**config.mk**
```make
export PLATFORM = sky130hd
export DESIGN_NAME = usb_data_buffer
export DESIGN_NICKNAME = d
export VERILOG_FILES = /design/src/rtl/usb_pkg.sv /design/src/rtl/fifo_ptr_ctrl.sv /design/src/rtl/usb_data_buffer.sv
export SDC_FILE = /design/constraint.sdc
export NUM_CORES = 1
export LEC_CHECK = 0
export CORE_ASPECT_RATIO = 0.5
export CORE_MARGIN = 8
export CORE_UTILIZATION = 37
export DETAILED_ROUTE_END_ITERATION = 16
export GPL_ROUTABILITY_DRIVEN = 0
export MAX_ROUTING_LAYER = met4
export PLACE_DENSITY_LB_ADDON = 0.05
export SYNTH_ARGS = -nofsm -noshare
export SYNTH_HDL_FRONTEND = slang
export SYNTH_SLANG_ARGS = --single-unit
```
**constraint.sdc**
```tcl
create_clock -name clk -period 3.9 [get_ports clk]
set_input_delay 0.585 -clock clk [delete_from_list [all_inputs] [get_ports clk]]
set_output_delay 0.585 -clock clk [all_outputs]
set_load 0.01 [all_outputs]
```
**src/rtl/usb_pkg.sv**
```systemverilog
// Shared sizing for the USB data buffer, also consumed by the receiver and
// transmitter blocks that watch buffer_occupancy.
package usb_pkg;
  localparam int BUF_DEPTH  = 64;
  localparam int BUF_DATA_W = 8;
  localparam int BUF_OCC_W  = 7;
  localparam int BUF_IDX_W  = BUF_OCC_W - 1;
endpackage

```
**src/rtl/fifo_ptr_ctrl.sv**
```systemverilog
// Read/write pointer control for the USB byte FIFO: full/empty, registered
// occupancy and the one-cycle buffer_err pulse.
module fifo_ptr_ctrl
  import usb_pkg::*;
#(
  parameter int DEPTH = BUF_DEPTH,
  parameter int OCC_W = BUF_OCC_W
) (
  input  logic                     clk,
  input  logic                     n_rst,
  input  logic                     push,
  input  logic                     pop,
  input  logic                     flush,
  output logic                     wr_en,
  output logic [$clog2(DEPTH)-1:0] wr_idx,
  output logic [$clog2(DEPTH)-1:0] rd_idx,
  output logic                     empty,
  output logic                     full,
  output logic [OCC_W-1:0]         occupancy,
  output logic                     buffer_err
);
  localparam int IDX_W = $clog2(DEPTH);

  logic [OCC_W-1:0] wr_ptr, rd_ptr, wr_nxt, rd_nxt;
  logic             err_nxt;

  assign wr_idx = wr_ptr[IDX_W-1:0];
  assign rd_idx = rd_ptr[IDX_W-1:0];
  assign empty  = (wr_ptr == rd_ptr);
  assign full   = (wr_ptr[IDX_W-1:0] == rd_ptr[IDX_W-1:0]) &&
                  (wr_ptr[OCC_W-1] != rd_ptr[OCC_W-1]);

  // A simultaneous pop frees the slot the push lands in, so push+pop is legal when full;
  // pop on empty alongside a push is silently ignored.
  always_comb begin
    wr_nxt  = wr_ptr;
    rd_nxt  = rd_ptr;
    wr_en   = 1'b0;
    err_nxt = 1'b0;
    if (flush) begin
      wr_nxt = '0;
      rd_nxt = '0;
    end else begin
      if (push && (!full || pop)) begin
        wr_en  = 1'b1;
        wr_nxt = wr_ptr + OCC_W'(1);
      end
      if (pop && !empty)
        rd_nxt = rd_ptr + OCC_W'(1);
      err_nxt = (push && !pop && full) || (pop && !push && empty);
    end
  end

  always_ff @(posedge clk or negedge n_rst) begin
    if (!n_rst) begin
      wr_ptr     <= '0;
      rd_ptr     <= '0;
      occupancy  <= '0;
      buffer_err <= 1'b0;
    end else begin
      wr_ptr     <= wr_nxt;
      rd_ptr     <= rd_nxt;
      occupancy  <= wr_nxt - rd_nxt;
      buffer_err <= err_nxt;
    end
  end
endmodule

```
**src/rtl/usb_data_buffer.sv**
```systemverilog
// Byte FIFO shared by the USB RX path, the TX path and the host side.
// Show-ahead head byte, zeroed while empty.
module usb_data_buffer
  import usb_pkg::*;
#(
  parameter int DEPTH  = BUF_DEPTH,
  parameter int DATA_W = BUF_DATA_W,
  parameter int OCC_W  = BUF_OCC_W
) (
  input  logic              clk,
  input  logic              n_rst,
  input  logic              store_rx_packet_data,
  input  logic [DATA_W-1:0] rx_packet_data,
  input  logic              get_rx_data,
  output logic [DATA_W-1:0] rx_data,
  input  logic              store_tx_data,
  input  logic [DATA_W-1:0] tx_data,
  input  logic              get_tx_packet_data,
  output logic [DATA_W-1:0] tx_packet_data,
  input  logic              flush,
  input  logic              clear,
  output logic [OCC_W-1:0]  buffer_occupancy,
  output logic              buffer_err
);
  localparam int IDX_W = $clog2(DEPTH);

  logic              push, pop, wr_en, empty, full;
  logic [DATA_W-1:0] wdata, head;
  logic [IDX_W-1:0]  wr_idx, rd_idx;
  logic [DATA_W-1:0] mem [DEPTH];

  // Receiver wins when both sides push in the same cycle.
  assign push  = store_rx_packet_data | store_tx_data;
  assign wdata = store_rx_packet_data ? rx_packet_data : tx_data;
  assign pop   = get_rx_data | get_tx_packet_data;

  fifo_ptr_ctrl #(.DEPTH(DEPTH), .OCC_W(OCC_W)) u_ptr (
    .clk        (clk),
    .n_rst      (n_rst),
    .push       (push),
    .pop        (pop),
    .flush      (flush | clear),
    .wr_en      (wr_en),
    .wr_idx     (wr_idx),
    .rd_idx     (rd_idx),
    .empty      (empty),
    .full       (full),
    .occupancy  (buffer_occupancy),
    .buffer_err (buffer_err)
  );

  always_ff @(posedge clk) begin
    if (wr_en)
      mem[wr_idx] <= wdata;
  end

  assign head           = empty ? '0 : mem[rd_idx];
  assign rx_data        = head;
  assign tx_packet_data = head;
endmodule

```
# == After elaboration in Yosys (flattened, before gate mapping) ==
# Memories as Yosys holds them, arrays and structs flattened.
# Cells that the tools add are included.
# Widths: inputs -> output; s select.
# totals
ff_bits,22
ramBits,512
input_bits,24
output_inout_bits,24
word_cells,38
n_memories,1
# mem_list
memory,depth,width,rd,rd_ports_with_merged_regs,wr,line,source
mem,64,8,1,0,1,usb_data_buffer.sv:30,logic [DATA_W-1:0] mem [DEPTH];
# classes
add_sub_neg,3
n_eq_ne,3
n_mux,11
bitwise_logic,3
n_reduce_logical,13
# ops
operator,n
$mux 7,4
$mux 8,2
$add 7x1->7 const B,2
$eq 7x7->1,1
$logic_and 1x1->1,7
$sub 7x7->7,1
$eq 6x6->1,1
$mux 1,5
$logic_not 1->1,4
$or 1x1->1,3
$logic_or 1x1->1,2
$ne 1x1->1,1

# == Depth between registers and ports, before layout ==
# Gate-level depths: netlist of run 1.
# depth
depth_word,9
mapped_depth,15
depth_no_buf,14

# == Cells and area by module ==
# From an unflattened synthesis of run 1, not the netlist that was laid out.
# unflattened
hier_cells,1113
hier_area_um2,21524.4
# modules_own_cells
module,instances,cells_each,area_per_inst_um2,seq_area_each_um2
usb_data_buffer,1,972,20140.6,15374.7
fifo_ptr_ctrl,1,141,1383.8,550.5

# == Worst setup path after synthesis of run 1 ==
# Ideal clock, no wire load.
# synth_path
path_kind,input port to flip-flop
start,in get_tx_packet_data
end,reg u_ptr.occupancy[6]
setup_ns,0.079
arrival_time_ns,2.896
required_time_ns,3.821
path_slack_ns,0.925
cell_stages,14
path_buffers,1
path_cell_list,nor2_1 -> nand2_1 -> o32a_1 -> buf_2 -> xnor2_1 -> nand2b_1 -> ha_1 -> inv_1 -> fa_1 -> a21o_1 -> a21oi_1 -> o21bai_1 -> a21oi_1 -> xor2_1
# synth_via
elab_chain_cells,6
word_cells_on_any_way,9
classes_between,1 x add/sub; 4 x mux; 1 x bitwise; 3 x reduce/logical
# synth_rtl
item,line,source
start: declaration,usb_data_buffer.sv:18,"input logic get_tx_packet_data,"
$or 1x1->1 *,usb_data_buffer.sv:35,assign pop = get_rx_data | get_tx_packet_data;
$logic_or 1x1->1,fifo_ptr_ctrl.sv:44,if (push && (!full || pop)) begin
$logic_and 1x1->1,fifo_ptr_ctrl.sv:44,
$mux 7,fifo_ptr_ctrl.sv:44,
$mux 7,fifo_ptr_ctrl.sv:40,if (flush) begin
$sub 7x7->7 *,fifo_ptr_ctrl.sv:63,occupancy <= wr_nxt - rd_nxt;
end signal: assignment,fifo_ptr_ctrl.sv:63,
end: declaration,fifo_ptr_ctrl.sv:19,"output logic [OCC_W-1:0] occupancy,"
# Every way passes the cells marked *; elsewhere a longest branch is shown, timed or not.

# == Worst setup path in the final report of run 1 ==
# layout_path
start,reg u_ptr.rd_ptr[0]
end,out rx_data[3]
# layout_via
elab_chain_cells,2
word_cells_on_any_way,3
classes_between,1 x eq/ne; 1 x mux; 1 x memory
# layout_rtl
item,line,source
start: declaration,fifo_ptr_ctrl.sv:24,"logic [OCC_W-1:0] wr_ptr, rd_ptr, wr_nxt, rd_nxt;"
start signal: assignment,fifo_ptr_ctrl.sv:62,rd_ptr <= rd_nxt;
$mem_v2 64x8 / $eq 7x7->1 (equally long branches),-,
$mux 8 *,usb_data_buffer.sv:57,assign head = empty ? '0 : mem[rd_idx];
end: declaration,usb_data_buffer.sv:15,"output logic [DATA_W-1:0] rx_data,"
# Marks and branches as above.

==> results of run 1 <==
==> flip-flops by register name, summed over array words and instances (netlist names) <==
register	cells
u_ptr.occupancy	7
u_ptr.buffer_err	1
u_ptr.wr_ptr	7
u_ptr.rd_ptr	7
mem	512
==> logic make-up (layout without fill, tap and decap cells) <==
logic type,after synthesis,after routing,synth area share (%)
muxes,186,186,16.7
and+or+nand+nor,162,162,3.45
DFF,534,534,74.4
AOI/OAI and AO/OA,55,55,1.76
adders and majority gates,9,9,0.561
xor gates and xnor gates,25,25,1.02
buffers and inverters,74,298,2.10
==> through the flow <==
| step | util, % | hold slack [ps] | total power, mW |
|---|---|---|---|
| floorplan | - | 289 | 6.76 |
| global placement | 40.7 | 546 | 7.00 |
| detailed placement | 40.7 | 555 | 7.01 |
| CTS | 44.3 | 560 | 11.7 |
| global route | 44.9 | 593 | 12.0 |
| finish | 44.9 | 560 | 11.6 |
==> timing repair <==
item,CTS,global route
cloned,5,1
hold buffers,0,0
pin swaps,12,9
resized for setup,67,32
endpoints found under the setup margin,16,14
setup buffers,20,27
==> worst paths after layout <==
kind | startpoint | endpoint | slack, ps | depth (start not counted)
max in group asynchronous | n_rst | u_ptr.rd_ptr[2]$_DFF_PN0_ | 2590 | 1
min in group clk | u_ptr.wr_ptr[6]$_DFF_PN0_ | u_ptr.wr_ptr[6]$_DFF_PN0_ | 570 | 2
max reg2reg | u_ptr.rd_ptr[0]$_DFF_PN0_ | mem[23][2]$_DFFE_PP_ | 270 | 10
min reg2reg | u_ptr.wr_ptr[6]$_DFF_PN0_ | u_ptr.wr_ptr[6]$_DFF_PN0_ | 570 | 2
max | u_ptr.rd_ptr[0]$_DFF_PN0_ | rx_data[3] | 30 | 9
min | n_rst | u_ptr.occupancy[1]$_DFF_PN0_ | 560 | 1
==> layout make-up <==
cell class                 count  area, sq um  area share, %
clock buffer                  61         1270           4.93
inverter                       6         22.5         0.0874
timing repair buffer         205         2060           8.00
multi-input combinational    437         5280           20.5
tap                          768          961           3.73
sequential                   534        15900           61.9
clock inverter                26          230          0.894
==> critical path: cells and delay by family (launching register included) <==
family / cells / cell delay [ps]
compound gates: 1 / 210
mux: 2 / 1010
flops: 1 / 510
simple gates: 1 / 80
buf+inv: 5 / 870
==> cell usage after synthesis (5+ instances only) <==
| cell | n | area, sq um |
|---|---|---|
| a211oi_1 | 23 | 173 |
| a21oi_1 | 6 | 30.0 |
| buf_1 | 5 | 18.8 |
| buf_2 | 26 | 130 |
| buf_4 | 21 | 158 |
| clkbuf_1 | 10 | 37.5 |
| dfrtp_1 | 22 | 551 |
| edfxtp_1 | 512 | 15400 |
| ha_1 | 8 | 100 |
| inv_1 | 5 | 18.8 |
| mux2_2 | 8 | 90.1 |
| mux2i_1 | 42 | 420 |
| mux4_2 | 133 | 3000 |
| nand2_1 | 9 | 33.8 |
| nand2b_1 | 7 | 43.8 |
| nand3_1 | 7 | 35.0 |
| nand3b_1 | 5 | 37.5 |
| nor2_1 | 94 | 353 |
| nor2b_1 | 8 | 50.1 |
| nor3_1 | 19 | 95.1 |
| o21ai_0 | 9 | 45.0 |
| o22ai_1 | 7 | 43.8 |
| xnor2_1 | 17 | 149 |
| xor2_1 | 8 | 70.1 |
==> power groups by stage <==
| stage | clock network [mW] | registers, mW | logic (mW) |
|---|---|---|---|
| floorplan | 0 | 6.47 | 0.288 |
| global placement | 0 | 6.47 | 0.533 |
| detailed placement | 0 | 6.47 | 0.542 |
| CTS | 4.79 | 6.35 | 0.584 |
| global route | 5.01 | 6.34 | 0.656 |
| finish | 4.66 | 6.35 | 0.612 |
==> routing by layer <==
layer  part of all wire, %  wire length (um)
met1                    47             26300
met2                    45             25400
met3                   6.4              3580
met4                   1.7               956
met5                     0                 0
==> reports/results.ini, run 1 <==
[die]
num_rows=62
die_y_um=186
start_util_pct=37.4
die_area_sq_mm=0.0663
ios=48
fp.coreArea_sq_mm=0.0573
die-width_um=356

[logic_synthesis]
synth-async-reset-ratio_pct=4.12
synth_area_sq_mm=0.0214
synth_edf_count=512
ys_seq_area_share_pct=74.4
syn_area_per_cell_sq_um=20.5
yosysWarnings=0
yosysUniqueCellTypes=45
synthFlopType=edfxtp_1
synth_seq_cells=534
syn_inst=1045
synth_nets=1078

[grt]
globalRouteMet2Util_pct=26.1
grt_pass1_vias=11000
use_met1_pct=24.4
antenna_found_initial=0
grtUsageTotal_pct=17.4
grt_overflow=0
use_met3_pct=4.43
grt_max_degree=65
grt_pass1_wl_um=80700
grt.busiest_layer=met2

[place]
place_ws_ps=-1.73
placed_cells=1897
dp_hpwl_um=34600
port_buffers=47
dpl_cell_area_sq_mm=0.0233

[cells_and_area]
area_growth_pct=20.3
layout_commonest_cell=edfxtp_1
finalNonFillerCells=2037
nFillCells=4857
n_antenna_cell=0
fin_nets=1266
stdcell_area_sq_mm=0.0258
drive_above_1_share_pct=32.9
final_cell_mix=edfxtp_1 (512), mux4_2 (134), buf_4 (130), nor2_1 (94), clkbuf_16 (50)

[detailed_routing]
ant_nets=0
dr_total_vias=10800
drtIter0Drc=1021
wirelength_um=56300
first_pass_iters=5
routedWlPerCell_um=27.6
via_per_inst=5.29
drc=0

[sta]
max_freq_mhz=258
final.setup_skew_ps=18.4
fin_ws_ps=28.7
slew_viol_final=0
period_share_pct=99.3
final.setup.tns_ps=0
rsz0062_at_grt=true
min_period_ps=3870
setup_viol=0
relSlewSlack_pct=23.5
hold_viol_final=0
worst-slew-pin-transition_ps=1150

[clock_network]
cts.htree.levels=2
tritoncts=yes
clk-insertion-delay-late_ps=580
cts_root_buffer=clkbuf_16
cts.clk_slew.worst_paths_ps=70
cts_sinks=534
cts_made_buffers=49
clock_path_buffers=3

[pwr]
pwr-share-seq_pct=54.6
clockPowerShare_pct=40.1
switchingPower_mw=2.43
p_per_area_mw_per_mm2=451
irDropWorstVdd_mv=0.255
p_leak_nw=8.04
internal_power_mw=9.18
p_comb_share_pct=5.3
switching_share_pct=21.0

[worst_setup_path]
slowest_stage=mux4_2
crit_arrival_ps=3290
crit_top_cell=buf_4
startpoint_type=flip-flop
cp-end-kind=primary output
worstPathCellList=buf_4 -> clkbuf_16 -> buf_4 -> mux4_2 -> mux4_2 -> a211oi_2 -> nor3_1 -> buf_4 -> clkdlybuf4s15_1
path_max_fanout=6
criticalPathCategory=reg -> out
critPathRequiredTime_ps=3310
max_stage_delay_ps=540

[run]
cap_violations=0

[worst_hold_path]
worstHoldPathType=in -> async

[outcome]
status=completed

Power figures use the tool's default switching activity.
==> inputs of run 2 (changes only) <==
--- a/config.mk
+++ b/config.mk
@@ -5,6 +5,9 @@
 export SDC_FILE = /design/constraint.sdc
 export NUM_CORES = 1
 export LEC_CHECK = 0
+export ABC_AREA = 1
+export CELL_PAD_IN_SITES_DETAIL_PLACEMENT = 1
+export CELL_PAD_IN_SITES_GLOBAL_PLACEMENT = 2
 export CORE_ASPECT_RATIO = 0.5
 export CORE_MARGIN = 8
 export CORE_UTILIZATION = 37
==> run 2 against run 1 <==
Net effect:
- total power increased by 2.3%
- combinational power increased by 38%
- hold slack improved by 46 ps
- clock power is essentially flat
- via count increased by 37%
- wire length grew 25%
- critical endpoint is now tx_packet_data[6]
- critical path depth rose by 1
- non-clock buffer count is 57 lower
- sequential share of layout area down 0.35 points
- design area is 0.54% higher
==> reports/results.ini, run 2 <==
[outcome]
status=completed

[worst_setup_path]
critPathLaunch=u_ptr.rd_ptr[0]$_DFF_PN0_
r2r_end=u_ptr.occupancy[6]$_DFF_PN0_
r2r_cells=22  ; +12
criticalPathCategory=reg -> out
r2r_slack_ps=610  ; +340 ps
path_max_fanout=22  ; +16
startpoint_type=flip-flop
crit_arrival_ps=3220  ; -70 ps
critPathCapture=tx_packet_data[6]
cp-end-kind=primary output
critPathRequiredTime_ps=3310  ; about the same
r2r-start=u_ptr.wr_ptr[5]$_DFF_PN0_

[die]
die-width_um=362  ; +1.7%
num_rows=63  ; +1.6%
start_util_pct=37.4  ; +0.092 points
die_area_sq_mm=0.0685  ; +3.3%
fp.coreArea_sq_mm=0.0592  ; +3.3%
ios=48  ; unchanged
die_y_um=189  ; +1.6%

[cells_and_area]
final_cell_mix=edfxtp_1 (512), nand2_1 (403), nor2_1 (229), o21ai_0 (146), a21oi_1 (89)
post-route-util_pct=43.8  ; -1.2 points
area_growth_pct=16.8
drive_above_1_share_pct=11.4  ; -21 points
largest_reg_flops=512  ; unchanged
fin_nets=1971  ; +56%
nFillCells=6168  ; +27%
layout_commonest_cell=edfxtp_1
regMostFlops=mem

[clock_network]
cts-hold-fix-buffers=0  ; unchanged
cts.htree.levels=2  ; unchanged
cts_made_buffers=50  ; +2.0%
clk-insertion-delay-late_ps=610  ; +30 ps
clock_path_buffers=3  ; unchanged
cts_sinks=534  ; unchanged
cts_root_buffer=clkbuf_16
cts.clk_slew.worst_paths_ps=70  ; about the same
tritoncts=yes

[place]
place_ws_ps=278  ; +280 ps
dp_hpwl_um=41900  ; +21%
port_buffers=47  ; unchanged

[detailed_routing]
wirelength_um=70200  ; +25%
first_pass_iters=5  ; unchanged
ant_nets=0  ; unchanged
routedWlPerCell_um=25.2  ; -8.6%
drtIter0Drc=1139  ; +12%
drc=0  ; unchanged
via_per_inst=5.32  ; +0.57%
dr_total_vias=14800  ; +37%

[logic_synthesis]
yosysUniqueCellTypes=38  ; -16%
synth_edf_count=512  ; unchanged
synth_area_leaders=edfxtp_1 (69%), nand2_1 (6.9%), nor2_1 (4.1%)
ys_seq_area_share_pct=71.8  ; -2.5 points
synth-async-reset-ratio_pct=4.12  ; unchanged
synth_top_area_cell=edfxtp_1
synth_top_area_share_pct=69.4  ; -2.4 points
yosysWarnings=0  ; unchanged
synth_nets=1880  ; +74%
synth_commonest_cells=edfxtp_1 (512), nand2_1 (406), nor2_1 (245)
syn_inst=1847  ; +77%
synth_area_sq_mm=0.0222  ; +3.5%
synthFlopType=edfxtp_1
yosysMostFrequentCell=edfxtp_1
syn_area_per_cell_sq_um=12.0  ; -41%
synth_seq_cells=534  ; unchanged

[run]
cap_violations=0  ; unchanged

[grt]
antenna_found_initial=0  ; unchanged
grtUsageTotal_pct=20.5  ; +3.1 points
grt_pass1_vias=15400  ; +39%
grt_max_degree=65  ; unchanged
grt_pass1_wl_um=102000  ; +27%
grt_overflow=0  ; unchanged

[sta]
worst-slew-pin-transition_ps=1190  ; +41.6 ps
rsz0062_at_grt=true
fin_ws_ps=98.6  ; +69.9 ps
final.setup_skew_ps=32.3  ; +13.9 ps
slew_viol_final=0  ; unchanged
hold_viol_final=0  ; unchanged
setup_viol=0  ; unchanged
period_share_pct=97.5  ; -1.8 points
relSlewSlack_pct=20.4  ; -3.0 points
max_freq_mhz=263  ; +1.8%
min_period_ps=3800  ; -69.9 ps

[pwr]
p_per_area_mw_per_mm2=459  ; +1.8%
internal_power_mw=9.14  ; -0.44%
p_leak_nw=9.22  ; +15%
pwr-share-seq_pct=53.5  ; -1.1 points
p_comb_share_pct=7.1  ; +1.8 points
switching_share_pct=23.1  ; +2.2 points
clockPowerShare_pct=39.4  ; -0.7 points
irDropWorstVdd_mv=0.377  ; +48%
switchingPower_mw=2.75  ; +13%

[worst_hold_path]
worstHoldPathType=in -> async

[run 2: area by class of cell]
cell class / count / area, sq um / area share (%)
Antenna cell: 1 / 2.50 / 0.00966
Clock buffer: 65 / 1370 / 5.29
Clock inverter: 20 / 111 / 0.430
Inverter: 59 / 240 / 0.927
Multi-Input combinational cell: 1145 / 5620 / 21.7
Sequential cell: 534 / 15900 / 61.5
Tap cell: 812 / 1020 / 3.92
Timing Repair Buffer: 148 / 1610 / 6.22
[run 2: cells by family (layout without fill, tap and decap cells)]
family,count (synthesis),count (layout),synth area share (%)
simple gates,728,728,13.3
flops,534,534,71.8
compound gates,370,370,9.31
buf+inv,168,292,3.25
mux,32,32,1.49
fa+ha+maj,9,9,0.542
xor+xnor,6,6,0.237
other cells,0,1,0
[run 2: critical path, stage by stage (launching register included)]
cell and delay, ps:
dfrtp_4 580, inv_12 120, buf_4 170, buf_16 160, a21boi_0 230, o22ai_1 120
o21ai_1 300, nand3_2 180, nor2_2 190, nor2_1 80, clkdlybuf4s50_1 490
[run 2: power by group through the flow]
stage               Sequential [mW]  Clock, mW  Combinational, mW
floorplan                      6.48          0              0.420
global placement               6.48          0              0.768
detailed placement             6.48          0              0.789
CTS                            6.35       4.80              0.849
global route                   6.35       5.01              0.921
finish                         6.36       4.68              0.846
[run 2: timing repair]
action                                  CTS  global route
setup buffers                             6             5
resized for setup                        46            33
gates cloned                              5             2
pin swaps                                 1             0
endpoints found under the setup margin   16            13
hold endpoints to repair                  0             0
[run 2: through the flow]
stage	instances	total power [mW]	area, sq um	TNS, ps	hold WS (ps)
6_report	2784	11.9	25900	0	605
5_1_grt	2783	12.3	25900	-73.4	660
3_3_place_gp	2682	7.25	23900	0	672
3_5_place_dp	2682	7.27	23900	0	675
4_1_cts	2778	12.0	25800	0	630
2_1_floorplan	1847	6.90	22200	0	289
[run 2: per-layer routing]
metal	part of all wire (%)	routed length (um)	track usage, %
met4	1.5	1020	3.67
met1	49	34400	29.1
met5	0	0	-
met3	3.9	2770	2.84
met2	46	32000	31.9
[run 2: worst min-delay path by stage]
stage / to / slack, ps / cells past startpoint
2_1_floorplan: u_ptr.buffer_err$_DFF_PN0_ / 290 / 0
3_3_place_gp: u_ptr.wr_ptr[4]$_DFF_PN0_ / 670 / 2
3_5_place_dp: u_ptr.wr_ptr[4]$_DFF_PN0_ / 670 / 2
4_1_cts: u_ptr.rd_ptr[6]$_DFF_PN0_ / 630 / 1
5_1_grt: u_ptr.rd_ptr[6]$_DFF_PN0_ / 660 / 1
6_report: u_ptr.rd_ptr[6]$_DFF_PN0_ / 610 / 1
==> edit (config.mk and constraints of run 2) <==
Change the package constant `BUF_DEPTH` from 64 to 128.
--- a/src/rtl/usb_pkg.sv
+++ b/src/rtl/usb_pkg.sv
@@ -1,7 +1,7 @@
 // Shared sizing for the USB data buffer, also consumed by the receiver and
 // transmitter blocks that watch buffer_occupancy.
 package usb_pkg;
-  localparam int BUF_DEPTH  = 64;
+  localparam int BUF_DEPTH  = 128;
   localparam int BUF_DATA_W = 8;
   localparam int BUF_OCC_W  = 7;
   localparam int BUF_IDX_W  = BUF_OCC_W - 1;
Check against the original RTL: same outputs for any inputs over 4 cycles, from zero or initial values and one cycle with n_rst low; that may be too few to reach the edited logic, so the function may still have changed.
==> edit against run 2 <==
  * Sequential cell count up 512
  * Area after synthesis grew 98%
  * Synthesized cell count up 110%
  * Die area rose by 91%
  * Highest routed layer unchanged
  * Routed wire length rose by 110%
  * First-iteration DRC count is 110% higher
  * Worst setup slack got worse by 0.049 ns
  * Total power grew 110%
  * Largest power group unchanged
  * Critical path type unchanged
  * Critical endpoint is now tx_packet_data[3]
  * Design area is 100% higher
  * Global-route usage rose by 2.4 points
==> edit: results <==
set metrics [dict create \
    timing.rr.start "u_ptr.rd_idx[1]$_DFF_PN0_" \
    nets 4138 \
    power_leakage_uw 0.0194 \
    nonClkBufAreaFrac_pct 7.02 \
    vdd_drop_max_uv 320 \
    synth.area.top_cells "edfxtp_1 70%, nand2_1 10%, nand3_1 6.0%" \
    async_flop_share_pct 2.10 \
    inverters 185 \
    dp.cells 5550 \
    status "completed" \
    synth_edf_count 1024 \
    worstPathArrival_ns 3.26 \
    track_usage_pct 22.9 \
    pre_cts_slack_ns 0.125 \
    startpoint "u_ptr.rd_idx[0]$_DFF_PN0_" \
    cts-resized-gates 163 \
    nFlopsAndLatches 1046 \
    syn_nets 3972 \
    place_area_um2 47300 \
    p_switching_uw 6470 \
    final-seq-area_um2 31300 \
    num-fill-cells 12458 \
    synth_cell_types 35 \
    worst-path-max-fanout 18 \
    rows 89 \
    synth_compound_area_share_pct 3.23 \
    synth_mux_area_share_pct 0 \
    synthAdderAreaFrac_pct 0.273 \
    gr-usage-met1_pct 33.3 \
    clock_area_share_pct 6.23 \
    wl_um 147000 \
    n_all_buffers 292 \
    syn_area_per_cell_um2 11.2 \
    insertion_delay_ns 0.72 \
    drt-pass1-iter-count 6 \
]
edit: cell types whose count changed after synthesis, moves of 64 or more:
cell      delta
o22ai_1     -72
inv_1      +123
nand3_1    +492
edfxtp_1   +512
buf_2       +64
nand2_1    +820
nor2_1     +184
edit: cell families after synthesis:
group	count (synthesis)
and+or+nand+nor	2199
DFF	1046
buffers and inverters	412
AOI/OAI and AO/OA	260
xor gates and xnor gates	13
adders and majority gates	9
edit: final timing paths:
check	endpoint	depth (start not counted)	slack, ns
setup / recovery	tx_packet_data[3]	14	0.05
hold / removal	u_ptr.occupancy[3]$_DFF_PN0_	1	0.25
setup reg to reg	u_ptr.occupancy[6]$_DFF_PN0_	18	0.53
hold reg to reg	u_ptr.wr_idx[3]$_DFF_PN0_	2	0.67
max in group asynchronous	u_ptr.rd_idx[0]$_DFF_PN0_	2	3.00
min in group clk	u_ptr.buffer_err$_DFF_PN0_	3	0.66
